$ cat src/rtl/fechadura_pkg.sv
// Shared types for the keypad lock: keypad packets, display packets, the
// configuration record and the setup controller state encoding.
// SETUP_LOCKOUT_EN adds the LOCKOUT state to the controller enum.
package fechadura_pkg;

  // Keypad packet: digits[0] is the most recent key, unused slots hold 0xF.
  typedef struct packed {
    logic [7:0][3:0] digits;
  } senhaPac_t;

  // Six BCD digits for the display.
  typedef struct packed {
    logic [5:0][3:0] bcd;
  } bcdPac_t;

  // Active configuration. master_pin[3] is the first digit typed.
  typedef struct packed {
    logic [3:0][3:0] master_pin;
    logic            bip_status;
    logic [7:0]      auto_lock_s;
  } setupPac_t;

  localparam logic [3:0] KEY_STAR = 4'hA;

  localparam setupPac_t CFG_DEFAULT = '{
    master_pin:  16'h1234,
    bip_status:  1'b1,
    auto_lock_s: 8'd5
  };

  typedef enum logic [1:0] {
    ST_OPER,
    ST_SETUP_START,
    ST_SETUP_RUN
`ifdef SETUP_LOCKOUT_EN
    , ST_LOCKOUT
`endif
  } state_t;

  // A packet terminated by the '*' key.
  function automatic logic is_star(input senhaPac_t p);
    return p.digits[0] == KEY_STAR;
  endfunction

endpackage

$ cat src/rtl/setup_ctrl.sv
// Setup entry controller: routes keypad strobes and the display between the
// operational and setup blocks, and owns the active configuration register.
// Optional feature: define SETUP_LOCKOUT_EN to lock the keypad after
// MAX_FAIL wrong master-pin attempts for LOCK_CYC cycles.
module setup_ctrl
  import fechadura_pkg::*;
#(
  parameter int TIMEOUT_CYC = 5000,
  parameter int LOCK_CYC    = 10000,
  parameter int MAX_FAIL    = 3
) (
  input  logic      clk,
  input  logic      rst,
  input  senhaPac_t digitos_value,
  input  logic      digitos_valid,
  input  logic      oper_busy,
  input  bcdPac_t   oper_bcd_pac,
  input  logic      setup_display_en,
  input  bcdPac_t   setup_bcd_pac,
  input  setupPac_t data_setup_new,
  input  logic      data_setup_ok,
  output logic      setup_on,
  output logic      setup_digitos_valid,
  output logic      oper_digitos_valid,
  output logic      display_en,
  output bcdPac_t   bcd_pac,
  output setupPac_t cfg,
  output logic      cfg_update,
  output logic      locked
);

  localparam int TW = $clog2(TIMEOUT_CYC + 1);

  state_t          state_q, state_d;
  logic            start_cnt_q, start_cnt_d;
  logic [TW-1:0]   idle_q, idle_d;
  setupPac_t       cfg_q, cfg_d;
  logic            cfg_update_q, cfg_update_d;
  logic            disp_q;

  logic            star_pkt;
  logic            master_pkt;
  logic            disp_fall;
  logic            unused_digits;

  assign star_pkt   = digitos_valid && is_star(digitos_value);
  assign master_pkt = star_pkt && (digitos_value.digits[4:1] == cfg_q.master_pin);
  assign disp_fall  = disp_q && !setup_display_en;

  // Older keypad slots play no part in routing decisions.
  assign unused_digits = &digitos_value.digits[7:5];

`ifdef SETUP_LOCKOUT_EN
  localparam int LW = $clog2(LOCK_CYC + 1);
  localparam int FW = $clog2(MAX_FAIL + 1);

  logic [LW-1:0] lock_q, lock_d;
  logic [FW-1:0] fail_q, fail_d;

  // Fail and lockout counters.
  always_ff @(posedge clk) begin
    if (rst) begin
      lock_q <= '0;
      fail_q <= '0;
    end else begin
      lock_q <= lock_d;
      fail_q <= fail_d;
    end
  end

  assign locked = (state_q == ST_LOCKOUT);
`else
  localparam int unused_lock_cfg = LOCK_CYC + MAX_FAIL;

  assign locked = 1'b0;
`endif

  // State, counters, configuration register and display-enable history.
  // NOTE: sequential state uses non-blocking assignments so every register
  // samples the pre-edge values regardless of statement order.
  always_ff @(posedge clk) begin
    if (rst) begin
      state_q      <= ST_OPER;
      start_cnt_q  <= 1'b0;
      idle_q       <= '0;
      cfg_q        <= CFG_DEFAULT;
      cfg_update_q <= 1'b0;
      disp_q       <= 1'b0;
    end else begin
      state_q      <= state_d;
      start_cnt_q  <= start_cnt_d;
      idle_q       <= idle_d;
      cfg_q        <= cfg_d;
      cfg_update_q <= cfg_update_d;
      disp_q       <= setup_display_en;
    end
  end

  // Next-state logic and output routing.
  always_comb begin
    // NOTE: every signal driven here gets a default first, so no path through
    // the case statement can leave a value held and infer a latch.
    state_d             = state_q;
    start_cnt_d         = 1'b0;
    idle_d              = '0;
    cfg_d               = cfg_q;
    cfg_update_d        = 1'b0;
    setup_on            = 1'b0;
    setup_digitos_valid = 1'b0;
    oper_digitos_valid  = 1'b0;
    display_en          = 1'b1;
    bcd_pac             = oper_bcd_pac;
`ifdef SETUP_LOCKOUT_EN
    lock_d              = '0;
    fail_d              = fail_q;
`endif

    case (state_q)
      ST_OPER: begin
        // The master packet never reaches the operational block.
        oper_digitos_valid = digitos_valid && !master_pkt;
        if (master_pkt) begin
          if (!oper_busy) begin
            state_d = ST_SETUP_START;
`ifdef SETUP_LOCKOUT_EN
            fail_d  = '0;
`endif
          end
        end else if (star_pkt) begin
`ifdef SETUP_LOCKOUT_EN
          if (fail_q != FW'(MAX_FAIL)) fail_d = fail_q + 1'b1;
          if (fail_q >= FW'(MAX_FAIL - 1)) state_d = ST_LOCKOUT;
`endif
        end
      end

      ST_SETUP_START: begin
        // Hold setup_on for two cycles while the setup block wakes up.
        setup_on    = 1'b1;
        bcd_pac     = setup_bcd_pac;
        start_cnt_d = 1'b1;
        if (start_cnt_q) begin
          start_cnt_d = 1'b0;
          state_d     = ST_SETUP_RUN;
        end
      end

      ST_SETUP_RUN: begin
        setup_digitos_valid = digitos_valid;
        display_en          = setup_display_en;
        bcd_pac             = setup_bcd_pac;
        idle_d              = digitos_valid ? '0 : idle_q + 1'b1;
        // Commit has priority over abandoning the session.
        if (data_setup_ok) begin
          cfg_d        = data_setup_new;
          cfg_update_d = 1'b1;
          state_d      = ST_OPER;
          idle_d       = '0;
        end else if (disp_fall || (!digitos_valid && idle_q == TW'(TIMEOUT_CYC - 1))) begin
          state_d = ST_OPER;
          idle_d  = '0;
        end
      end

`ifdef SETUP_LOCKOUT_EN
      ST_LOCKOUT: begin
        lock_d = lock_q + 1'b1;
        if (lock_q == LW'(LOCK_CYC - 1)) begin
          lock_d  = '0;
          fail_d  = '0;
          state_d = ST_OPER;
        end
      end
`endif

      default: state_d = ST_OPER;
    endcase
  end

  assign cfg        = cfg_q;
  assign cfg_update = cfg_update_q;

endmodule

$ cat config.mk
export PLATFORM = sky130hd
export DESIGN_NAME = setup_ctrl
export DESIGN_NICKNAME = d
export VERILOG_FILES = /design/src/rtl/fechadura_pkg.sv /design/src/rtl/setup_ctrl.sv
export SDC_FILE = /design/constraint.sdc
export NUM_CORES = 1
export LEC_CHECK = 0
export CAP_MARGIN = 40
export CORE_AREA = 4 4 97 90
export CTS_BUF_LIST = sky130_fd_sc_hd__clkbuf_8 sky130_fd_sc_hd__clkbuf_16
export CTS_CLUSTER_DIAMETER = 80
export DETAILED_ROUTE_END_ITERATION = 10
export DIE_AREA = 0 0 101 94
export PLACE_DENSITY = 0.69
export SLEW_MARGIN = 20
export SYNTH_ARGS = -nofsm -noshare
export SYNTH_HDL_FRONTEND = slang
export SYNTH_SLANG_ARGS = --single-unit
$ cat constraint.sdc
create_clock -name clk -period 2.05 [get_ports clk]
set_input_delay 0.41 -clock clk [delete_from_list [all_inputs] [get_ports clk]]
set_output_delay 0.41 -clock clk [all_outputs]
set_load 0.02 [all_outputs]
==> qor.yml <==
floorplan:
  row_count: 31
  dieHeight_um: 94
  ios: 166
  dieArea_sq_um: 9490
  core-area_sq_um: 7800
  start_util: 0.291
  die_x_um: 101
power:
  pwr-share-comb: 0.204
  p_sw_frac: 0.217
  p_seq_frac: 0.471
  power_density_nw_per_um2: 403
  intPower_mw: 1.39
  p_switching_mw: 0.385
  power.leakage_nw: 1.80
  pwr-share-clk: 0.326
  peakVddDrop_v: 0.000246
synth:
  synthArstFlopShare: 0
  synth_most_common_cell: "nand2_1"
  synth-seq-cells: 43
  synth_common_cells: "nand2_1, dfxtp_1, mux2_2"
  ys.flop_type: "dfxtp_1"
  yosys.area.top_type: "dfxtp_1"
  syn_inst: 256
  syn-num-nets: 371
  syn-cell-area_sq_um: 2270
  syn_avg_cell_area_sq_um: 8.87
  synth_edf_count: 0
  ys_top_cells_by_area: "dfxtp_1, mux2_2, nand2_1"
  ys_warn_count: 0
  yosysSeqAreaShare: 0.379
  synth_cell_type_count: 38
  yosys.area.top_type_share: 0.379
global_route:
  met3_usage: 0.0586
  grt.met1_usage: 0.159
  grt_pass1_vias: 2507
  grt_max_degree: 31
  gr-total-overflow: 0
  gr-usage-all-layers: 0.154
  antenna_found_initial: 0
  use_met2: 0.285
  grt-busiest-layer: "met2"
  grt_pass1_wl_mm: 11.6
critical_path:
  crit_family: "buffers and inverters"
  crit_path_end_kind: "output port"
  path_depth: 6
  path_buf_inv: 4
  slowest_stage: "ha_4"
  slowest_delay_ns: 0.35
  critPathLaunchType: "flip-flop"
  required_ns: 1.64
  cp.arrival_ns: 1.69
  cpMostUsedCell: "buf_6"
  critPathMaxFanout: 6
  crit_type: "reg -> out"
  r2r_cells: 8
  worstPathCellList: "inv_2 > ha_4 > buf_16 > buf_6 > mux2_4 > buf_6"
sta:
  hold_slack_ns: 0.414
  fin_crit_ns: 2.10
  slew_violations: 0
  fin_skew_ns: 0.00435
  setup_viol: 10
  timing.final.crit_share: 1.03
  rsz0062_at_grt: "true"
  hold_viol: 0
  setup_slack_ns: -0.0525
  max_freq_ghz: 0.476
detailed_routing:
  drt-pass1-iter-count: 4
  vias_per_cell: 4.52
  drt_iter0_markers: 53
  vias: 2393
  final_antenna_net_count: 0
  post_drt_wl_per_cell_um: 14.1
  drc_errors: 0
  wl_mm: 7.46
placed_design:
  placed_cell_area_sq_um: 4040
  port_buffers: 152
  dpl_worst_slack_ns: -0.706
  place_inst: 516
  dp_hpwl_mm: 5.72
  place_congestion: 0.785
clock_network:
  worst_skew_pair.late_latency_ns: 0.29
  cts.sinks: 43
  ctsHoldBuffers: 0
  cts_tree: "built"
  cts_buffer_depth: 2
  cts_made_buffers: 5
  clk_pin_slew_worst_paths_ns: 0.08
  cts_root_buf: "clkbuf_8"
  h-tree-depth: 2
layout:
  fin_util: 0.565
  nets: 544
  synthToLayoutAreaGrowth_pct: 94.0
  final_cell_area_sq_um: 4400
  instances_no_fill: 529
  diodes: 0
  fillerInstances: 693
  drive_above_1_share: 0.260
run:
  cap_violations: 0
status:
  outcome: "finished with violations"
  violations: "negative setup slack"
worst_hold_path:
  holdPathStages: 1
  min_path_type: "reg -> reg"
[path summary, 6_finish.rpt]
check / from / to / slack, ns
setup / recovery: state_q[0] / bcd_pac[17] / -0.05
hold / removal: start_cnt_q / start_cnt_q / 0.41
setup reg to reg: state_q[0] / idle_q[2] / 0.24
hold reg to reg: start_cnt_q / start_cnt_q / 0.41
[cell usage in the layout, fill, tap and decap left out, types with 2 or more instances in the layout]
cell type and n:
clkdlybuf4s50_1 111, nand2_1 57, dfxtp_1 41, buf_6 26
buf_4 23, mux2_4 22, xnor2_1 18, a21oi_1 17
dlymetal6s2s_1 10, xor2_1 8, nor2_2 8, nand3b_1 8
nor2_1 7, clkbuf_8 7, nand4_1 5, inv_1 4
and3_1 4, dlygate4sd2_1 4, nand2b_1 3, nor2b_1 3
nor3_1 3, ha_1 3, buf_16 3, inv_2 2
mux2_2 2, nor4_2 2, and2_1 2, nand3_1 2
nor2_4 2, dfxtp_2 2
[layout make-up]
| type | instances | area, sq um | share of cell area |
|---|---|---|---|
| inverters | 5 | 18.8 | 0.00426 |
| clock buffers | 7 | 96.3 | 0.0219 |
| well taps | 99 | 124 | 0.0281 |
| flip-flops and latches | 43 | 863 | 0.196 |
| multi-input cells | 194 | 1440 | 0.328 |
| repair buffers | 180 | 1850 | 0.421 |
| clock inverters | 1 | 3.75 | 0.000852 |
[repair_timing]
action | in CTS | in global routing
setup endpoints to repair | 28 | 25
setup buffers | 2 | 1
pin swaps | 1 | 13
resized for setup | 133 | 73
gates cloned | 3 | 0
[metal layers]
layer / up-vias / wire length [um]
met1: 1069 / 2720
met3: 13 / 888
met2: 115 / 3670
met5: - / 0
li1: 1196 / -
met4: 0 / 174
[state kept, by name (all words and copies together), names as in the netlist]
name / flops
cfg: 25
idle_q: 13
state_q: 2
cfg_update: 1
disp_q: 1
start_cnt_q: 1
[through the flow]
step	power (mW)	TNS [ns]
floorplan	0.945	0
global placement	1.19	-4.12
detailed placement	1.19	-3.96
CTS	1.76	-1.34
global route	1.85	-1.27
finish	1.78	-0.255
[cells by family (layout without fill, tap and decap cells)]
| group | after synthesis | in the layout | synth area share |
|---|---|---|---|
| AO/OA/AOI/OAI | 22 | 22 | 0.0573 |
| XOR/XNOR | 27 | 27 | 0.104 |
| adder cells (fa/ha/maj) | 4 | 4 | 0.0221 |
| buffers and inverters | 19 | 193 | 0.0408 |
| flip-flops | 43 | 43 | 0.379 |
| multiplexers | 25 | 25 | 0.123 |
| other | 1 | 1 | 0.00165 |
| AND/OR/NAND/NOR | 115 | 115 | 0.271 |
[power by group through the flow]
stage / logic, mW / registers [mW] / clock network, mW
6_report: 0.362 / 0.835 / 0.578
5_1_grt: 0.384 / 0.836 / 0.634
4_1_cts: 0.326 / 0.835 / 0.600
3_5_place_dp: 0.340 / 0.855 / 0
3_3_place_gp: 0.339 / 0.855 / 0
2_1_floorplan: 0.0895 / 0.855 / 0
[worst reg2reg max path, stage by stage, from the launching register on]
cell and delay [ns]:
dfxtp_2 0.33, inv_2 0.07, buf_4 0.10, buf_4 0.09
ha_1 0.19, nor3b_2 0.25, nand2_1 0.11, or3_4 0.46
nor2_1 0.14
Power figures use the tool's default switching activity.
